`src/rtl/apb_pkg.sv`:
```
// Shared APB definitions for the proc_int_thread requester and mem_int_thread completer.
// Holds the bus width defaults, the timeout default and the transfer-phase state type.
package apb_pkg;

  localparam int ADDR_W_DEF         = 16;
  localparam int DATA_W_DEF         = 8;
  localparam int TIMEOUT_CYCLES_DEF = 16;

  typedef enum logic [1:0] {
    IDLE   = 2'd0,
    SETUP  = 2'd1,
    ACCESS = 2'd2
  } apb_state_e;

endpackage

```
`src/rtl/proc_int_thread.sv`:
```
// APB requester: turns Pep9 processor addr/dataIn/we changes into APB SETUP/ACCESS transfers.
// Optional feature APB_TIMEOUT_EN aborts an ACCESS phase that waits TIMEOUT_CYCLES cycles.
module proc_int_thread
  import apb_pkg::*;
#(
  parameter int ADDR_W = ADDR_W_DEF,
  parameter int DATA_W = DATA_W_DEF
`ifdef APB_TIMEOUT_EN
  ,
  parameter int TIMEOUT_CYCLES = TIMEOUT_CYCLES_DEF
`endif
) (
  input  logic              sysclk,
  input  logic              PResetn,
  input  logic [ADDR_W-1:0] addr,
  input  logic [DATA_W-1:0] dataIn,
  input  logic              we,
  output logic [DATA_W-1:0] dataOut,
  output logic              PClk,
  output logic [ADDR_W-1:0] PAddr,
  output logic              PSelx,
  output logic              PEnable,
  output logic              PWrite,
  output logic [DATA_W-1:0] PWData,
  input  logic              PReady,
  input  logic [DATA_W-1:0] PRData
);

  apb_state_e        state, state_n;
  logic              first;
  logic [ADDR_W-1:0] last_addr;
  logic [DATA_W-1:0] last_data;
  logic              last_we;
  logic              pending;
  logic              finish;
  logic              abort;
  logic              timeout;

  assign PClk = sysclk;

  // A request is pending until the exact {addr, we, dataIn} triple has completed once.
  assign pending = first || (addr != last_addr) || (we != last_we) || (dataIn != last_data);

`ifdef APB_TIMEOUT_EN
  localparam int TO_W = $clog2(TIMEOUT_CYCLES + 1);
  logic [TO_W-1:0] to_cnt;

  always_ff @(posedge sysclk or negedge PResetn) begin
    if (!PResetn)                       to_cnt <= '0;
    else if (state == ACCESS && !PReady) to_cnt <= to_cnt + 1'b1;
    else                                to_cnt <= '0;
  end

  assign timeout = (to_cnt == TO_W'(TIMEOUT_CYCLES - 1));
`else
  assign timeout = 1'b0;
`endif

  // NOTE: sequential state uses non-blocking (<=) so every register samples pre-edge values.
  always_ff @(posedge sysclk or negedge PResetn) begin
    if (!PResetn) state <= IDLE;
    else          state <= state_n;
  end

  // NOTE: every combinational output gets a default first, so no path can infer a latch.
  always_comb begin
    state_n = state;
    finish  = 1'b0;
    abort   = 1'b0;
    case (state)
      IDLE:   if (pending) state_n = SETUP;
      SETUP:  state_n = ACCESS;
      ACCESS: begin
        if (PReady) begin
          finish  = 1'b1;
          state_n = IDLE;
        end else if (timeout) begin
          finish  = 1'b1;
          abort   = 1'b1;
          state_n = IDLE;
        end
      end
      default: state_n = IDLE;
    endcase
  end

  // Bus-facing registers; the address phase values double as the in-flight triple.
  always_ff @(posedge sysclk or negedge PResetn) begin
    if (!PResetn) begin
      PSelx     <= 1'b0;
      PEnable   <= 1'b0;
      PWrite    <= 1'b0;
      PAddr     <= '0;
      PWData    <= '0;
      dataOut   <= '0;
      first     <= 1'b1;
      last_addr <= '0;
      last_data <= '0;
      last_we   <= 1'b0;
    end else begin
      PSelx   <= (state_n != IDLE);
      PEnable <= (state_n == ACCESS);
      if (state == IDLE && pending) begin
        PAddr  <= addr;
        PWrite <= we;
        PWData <= dataIn;
      end
      if (finish) begin
        last_addr <= PAddr;
        last_we   <= PWrite;
        last_data <= PWData;
        first     <= 1'b0;
        if (!PWrite) dataOut <= abort ? '1 : PRData;
      end
    end
  end

endmodule

```
`config.mk`:
```
export PLATFORM = sky130hd
export DESIGN_NAME = proc_int_thread
export DESIGN_NICKNAME = d
export VERILOG_FILES = /design/src/rtl/apb_pkg.sv /design/src/rtl/proc_int_thread.sv
export SDC_FILE = /design/constraint.sdc
export NUM_CORES = 1
export LEC_CHECK = 0
export CORE_ASPECT_RATIO = 2
export CORE_MARGIN = 2
export CORE_UTILIZATION = 45
export DETAILED_ROUTE_END_ITERATION = 10
export DONT_BUFFER_PORTS = 1
export PLACE_DENSITY_LB_ADDON = 0.05
export SETUP_SLACK_MARGIN = 0.2
export SLEW_MARGIN = 25
export SYNTH_ARGS = -nofsm -noshare
export SYNTH_HDL_FRONTEND = slang
export SYNTH_SLANG_ARGS = --single-unit
export TNS_END_PERCENT = 1
```
`constraint.sdc`:
```
create_clock -name sysclk -period 2 [get_ports sysclk]
set_clock_uncertainty 0.1 [all_clocks]
set_input_delay 0.4 -clock sysclk [delete_from_list [all_inputs] [get_ports sysclk]]
set_output_delay 0.4 -clock sysclk [all_outputs]
set_load 0.01 [all_outputs]
```
==> metrics.txt, run 1 <==
status=complete, but fails checks; failing checks=negative hold slack; Worst R2R Path Depth=6; clock latency on the worst-skew pair=0.33 ns; htree depth=3; syn_area_per_cell=15.5 um^2; Syn-to-layout area delta=13.3%; clk root buf=clkbuf_16; clk slew on worst S/H paths=0.05 ns; Critical Path RT=2.10 ns; Seq/Total Area, Yosys=60.3%; Placed Cells incl. Taps=228; slew at the pin closest to its max-slew limit=0.437 ns; grt total ovfl=0; Num CTS Buffers=9; GRT Total Usage=16.6%; FF-to-FF Start=last_addr[13]; f_max=534 MHz; worst hold slack=-0.334 ns; EDFF count, synth=0; # nets final=214; Mapped Area=0.00262 mm^2; Via density=5.60; Max clock buf depth=2; number of global-route vias before repair=1592; Seq cells post-synth=63; setup_tns=0 ns; Final Util=52.4%; synth top area cells=dfrtp_1 59%, mux2_2 24%, xnor2_1 8.0%, nand4_1 1.4%, a311oi_4 1.0%; HPWL after DPL=3290 um; DRT iter0 DRCs=53; core area=0.00566 mm^2; first-pass GRT wire length=7680 um; final worst setup slack=0.129 ns; RSZ-0062 raised after global routing=yes; clock sink count=63; max cap viols=0; Worst setup EP type=flip-flop; Leakage=0.00121 uW; max-slew violations=0; Hold Vio Cnt, Final=63; Worst R2R Setup Slack=0.13 ns; CP max FO=21; drt total wl=4800 um; Synth Flop Type=dfrtp_1; fin crit share=93.6%; crit path kind=reg -> reg; Mapped Nets=205; Worst slew margin=70.8%; initial antenna violation count=0; Syn. warnings=0; P per Cell Area=1830 mW/mm^2; Yosys cell types=21; Antenna Diode Count=0; reg2reg end=PAddr[15]; Post-Layout Cell Count=244; crit path launch type=flip-flop; GP Congestion=0.654; Rows=39; fillcell total=499; Post-Synthesis Cells=169; die height=112 um; I/O pins=72; asr flop ratio synth=100%; number of port buffers=0; Synth area leader=dfrtp_1; largest net degree at the start of global routing=64; # setup viols final=0; Die X=57.9 um; Initial Util=46.2%; die area=0.00648 mm^2; Period minus WS final=1.87 ns; Arr. time, crit path=1.98 ns; Place WS=0.0112 ns; DR WL/cell=19.7 um; HP Class=in -> async; share of layout cells above drive strength 1=41.5%; DRC=0; Synth top area share=59.3%; drt pass-1 iters=3; Antenna Violating Nets Remaining=0; Peak VDD IR=0.960 mV; Vias=1366; CTS tree=done
-- metrics by stage --
stage / cell area (um^2) / power (uW) / hold slack [ns]
final: 2970 / 5430 / -0.334
after global routing: 2970 / 5760 / -0.350
after CTS: 2970 / 5540 / -0.351
after detailed placement: 2690 / 4090 / 0.00582
after global placement: 2690 / 4000 / 0.00567
after floorplan: 2620 / 3760 / 0.00441
-- synth_stat cells (2+ instances only) --
master   number
nand4_1       6
buf_6         2
o21ai_0       2
xnor2_1      24
mux2_2       56
dfrtp_1      62
mux2_1        2
buf_2         2
-- layout by cell type, fill, tap and decap left out, drive strengths merged --
| cell type | synthesis | routed |
|---|---|---|
| nand4 | 6 | 6 |
| a311oi | 1 | 1 |
| xor2 | 1 | 1 |
| clkbuf | 0 | 16 |
| inv | 1 | 1 |
| nand3 | 1 | 1 |
| o21ai | 2 | 2 |
| xnor2 | 24 | 24 |
| nor2 | 2 | 2 |
| buf | 5 | 3 |
| mux2 | 58 | 58 |
| nand3b | 1 | 1 |
| dfrtp | 62 | 62 |
| and2 | 1 | 1 |
| or2 | 1 | 1 |
| dfstp | 1 | 1 |
| nor3 | 2 | 2 |
-- worst max path at each step --
stage	from	end	slack [ns]	cells past startpoint
after detailed placement	last_we	PAddr[15]	0.01	6
final	last_addr[13]	PAddr[15]	0.13	6
after CTS	last_data[7]	PAddr[15]	0.08	6
after floorplan	addr[5]	PAddr[12]	0.10	6
after global placement	we	PAddr[15]	-0.008	6
after global routing	last_data[1]	PAddr[15]	0.02	6
-- report_power, final --
group	internal, uW	total, uW	switching (uW)
Sequential	1930	2610	673
Combinational	930	1420	494
Clock	906	1400	492
Total	3770	5430	1660
-- layer usage --
layer	GRT usage, %	up-vias	share of wire (%)	wire, um
met2	27.4	50	55	2620
li1	-	606	-	-
met4	13.6	0	4.0	192
met3	5.34	14	7.9	380
met1	16.1	696	33	1610
met5	0	-	0	0
-- worst max-delay path, cell delays in order (launching register included) --
cell and delay (ns):
dfrtp_1 0.38, xnor2_1 0.20, nand4_1 0.13, nor3_2 0.28
a311oi_4 0.15, buf_12 0.19, mux2_1 0.31
-- layout make-up --
class	count	area (um^2)	share of cell area (%)
Clock buffer	16	272	9.16
Timing Repair Buffer	3	35.0	1.18
Tap cell	61	76.3	2.57
Multi-Input combinational cell	100	1000	33.8
Inverter	1	3.75	0.127
Sequential cell	63	1580	53.2
-- sequential cells by signal, summed over array words and instances, names as in the netlist --
register / cells
PAddr: 16
last_addr: 16
PWData: 8
dataOut: 8
last_data: 8
state: 2
PEnable: 1
PSelx: 1
PWrite: 1
first: 1
last_we: 1
-- cells by family after synthesis --
group                     Yosys count  synth area share [%]
DFF                                63                  60.3
muxes                              58                  25.0
xor gates and xnor gates           25                  8.37
AOI/OAI and AO/OA                   3                  1.39
and+or+nand+nor                    14                  3.35
buffers and inverters               6                  1.67
-- timing repair --
action	CTS	global route
endpoints found under the hold margin	63	63
gates resized for setup	1	0
buffers inserted	0	0
endpoints found under the setup margin	26	26
No activity file was read; power rests on OpenSTA's default activity.
==> run 2: changes to the inputs <==
- ABC_AREA: not set -> 1
==> metrics.txt, run 2 <==
fin crit share=87.1% (-6.5 points); fillcell total=618 (+24%); Critical Path RT=2.13 ns (+0.03 ns); max-slew violations=0 (unchanged); Syn-to-layout area delta=19.2%; sw power=2170 uW (+31%); Hold Vio Cnt, Final=63 (unchanged); final worst setup slack=0.258 ns (+0.129 ns); DR WL/cell=15.2 um (-23%); Worst setup EP type=flip-flop; internal power of the cells=3380 uW (-10%); HP Class=in -> async; Post-Layout Cell Count=486 (+99%); die area=0.00716 mm^2 (+10%); cell with the most instances after synthesis=nand2_1; Synth top area share=53.4% (-5.9 points); Worst slew margin=67.7% (-3.1 points); htree depth=3 (unchanged); Peak VDD IR=0.707 mV (-26%); Switching Share=39.1% (+8.5 points); die height=118 um (+5.2%); initial antenna violation count=0 (unchanged); RSZ-0062 raised after global routing=yes; Antenna Violating Nets Remaining=0 (unchanged); crit path kind=reg -> reg; Seq/Total Area, Yosys=54.3% (-6.0 points); Worst R2R Setup Slack=0.26 ns (+0.13 ns); clk slew on worst S/H paths=0.05 ns (about the same); max cap viols=0 (unchanged); CTS tree=done; drt total wl=7400 um (+54%); HPWL after DPL=4510 um (+37%); EDFF count, synth=0 (unchanged); clk root buf=clkbuf_16; drt pass-1 iters=4 (+1); Initial Util=46.5% (+0.22 points); GRT Total Usage=20.6% (+4.0 points); Place WS=0.203 ns (+0.192 ns); reg2reg end=PWData[1]; setup_tns=0 ns (unchanged); # setup viols final=0 (unchanged); Rows=41 (+5.1%); slew at the pin closest to its max-slew limit=0.483 ns (+0.0462 ns); CP max FO=7 (-67%); P per Cell Area=1600 mW/mm^2 (-13%); Yosys cell types=20 (-4.8%); clock latency on the worst-skew pair=0.33 ns (about the same); Max clock buf depth=2 (unchanged); worst setup path endpoint=PWData[1]; worst hold slack=-0.340 ns (-0.00680 ns); crit path from=last_addr[4]; f_max=574 MHz (+7.4%); biggest regs=PAddr (16), last_addr (16); largest net degree at the start of global routing=64 (unchanged); combinational share of power=29.5% (+3.3 points); syn_area_per_cell=7.65 um^2 (-51%); Final Cell Area=0.00347 mm^2 (+17%); failing checks=negative hold slack; number of global-route vias before repair=2272 (+43%); share of layout cells above drive strength 1=11.0% (-31 points); GP Congestion=0.770 (+18%); Seq cells post-synth=63 (unchanged); # nets final=431 (+100%); commonest non-fill, non-tap cell in the layout=nand2_1; Worst R2R Path Depth=9 (+3); Arr. time, crit path=1.87 ns (-0.11 ns); clock share of power=25.6% (about the same); Mapped Nets=416 (+100%); first-pass GRT wire length=10800 um (+41%); I/O pins=72 (unchanged); Flop pwr share=44.8% (-3.2 points); asr flop ratio synth=100% (unchanged); DRC=0 (unchanged); Synth Flop Type=dfrtp_1; synth cell count leaders=178 x nand2_1, 62 x dfrtp_1, 51 x inv_1; Syn. warnings=0 (unchanged); Mapped Area=0.00291 mm^2 (+11%); crit path launch type=flip-flop; Placed Cells incl. Taps=460 (+100%); FF-to-FF Start=last_addr[4]; Antenna Diode Count=0 (unchanged); DP Area=0.00300 mm^2 (+12%); Num CTS Buffers=9 (unchanged); core area=0.00626 mm^2 (+11%); Synth area leader=dfrtp_1; Post-Synthesis Cells=380 (+120%); Vias=2341 (+71%); grt total ovfl=0 (unchanged); status=complete, but fails checks; synth top area cells=dfrtp_1 53%, nand2_1 23%, inv_1 6.6%, nand3_1 5.0%, o21ai_0 2.8%; Period minus WS final=1.74 ns (-0.129 ns); Via density=4.82 (-14%); clock sink count=63 (unchanged); DRT iter0 DRCs=93 (+75%); Leakage=0.00190 uW (+57%); number of port buffers=0 (unchanged); Die X=60.8 um (+5.0%); most frequent cells in the layout=173 x nand2_1, 62 x dfrtp_1, 48 x inv_1
run 2: cell types whose count changed in the layout (fill, tap and decap cells not counted), moves of 4 or more:
| cell | delta |
|---|---|
| xnor2_1 | -24 |
| inv_1 | +47 |
| nand2_2 | +5 |
| nand2_1 | +173 |
| nand4_1 | -6 |
| mux2_2 | -56 |
| nor2_1 | +16 |
| nand3_1 | +28 |
| inv_2 | +4 |
| o21ai_0 | +14 |
| nand2_8 | +6 |
run 2: layout make-up:
| type | count | area [um^2] | area share [%] |
|---|---|---|---|
| Clock buffer | 16 | 272 | 7.83 |
| Inverter | 52 | 195 | 5.63 |
| Multi-Input combinational cell | 260 | 1210 | 35.0 |
| Sequential cell | 63 | 1580 | 45.5 |
| Tap cell | 86 | 108 | 3.10 |
| Timing Repair Buffer | 9 | 100 | 2.89 |
run 2: metrics by stage:
| stage | hold slack [ns] | util [%] | total power [uW] |
|---|---|---|---|
| floorplan | 0.00441 | - | 3620 |
| global placement | 0.00573 | 47.9 | 3940 |
| detailed placement | 0.00574 | 47.9 | 3990 |
| CTS | -0.348 | 52.3 | 5430 |
| global route | -0.350 | 55.4 | 5990 |
| finish | -0.340 | 55.4 | 5550 |
run 2: layer usage:
layer / routed length, um / track usage (%) / up-vias
met5: 0 / 0 / -
met4: 463 / 11.8 / 0
met3: 423 / 6.15 / 28
met2: 3740 / 33.5 / 73
met1: 2770 / 22.7 / 1062
li1: - / - / 1178
run 2: kinds of logic after synthesis:
logic type | count (synthesis) | share of synthesized area, %
AO/OA/AOI/OAI | 18 | 3.10
buffers and inverters | 64 | 9.21
XOR/XNOR | 4 | 1.20
flip-flops | 63 | 54.3
AND/OR/NAND/NOR | 231 | 32.2
run 2: what timing repair did:
item / CTS / global route
setup endpoints to repair: 26 / 27
pin swaps: 0 / 10
hold endpoints to repair: 63 / 63
setup buffers: 0 / 3
cloned: 0 / 7
resized for setup: 0 / 19
run 2: power groups by stage:
stage	clock, uW	combinational (uW)	sequential [uW]
finish	1420	1640	2490
global route	1510	1910	2570
CTS	1450	1500	2480
detailed placement	0	1490	2490
global placement	0	1460	2480
floorplan	41.2	1200	2380
run 2: worst min path at each step:
stage / endpoint / cells past startpoint / slack (ns) / startpoint
final: PAddr[1] / 0 / -0.34 / PResetn
after global routing: state[0] / 0 / -0.35 / PResetn
after CTS: PAddr[4] / 0 / -0.35 / PResetn
after detailed placement: PEnable / 0 / 0.006 / PResetn
after global placement: PEnable / 0 / 0.006 / PResetn
after floorplan: PAddr[0] / 0 / 0.004 / PResetn
run 2: critical path, cell delays in order, from the launching register on:
cell and delay [ns]:
dfrtp_1 0.39, nor2_1 0.11, nor2_1 0.05, nor2_1 0.17
nand3_1 0.15, nor2_4 0.25, buf_6 0.19, nand2_8 0.09
nand3_1 0.08, nand2_1 0.06
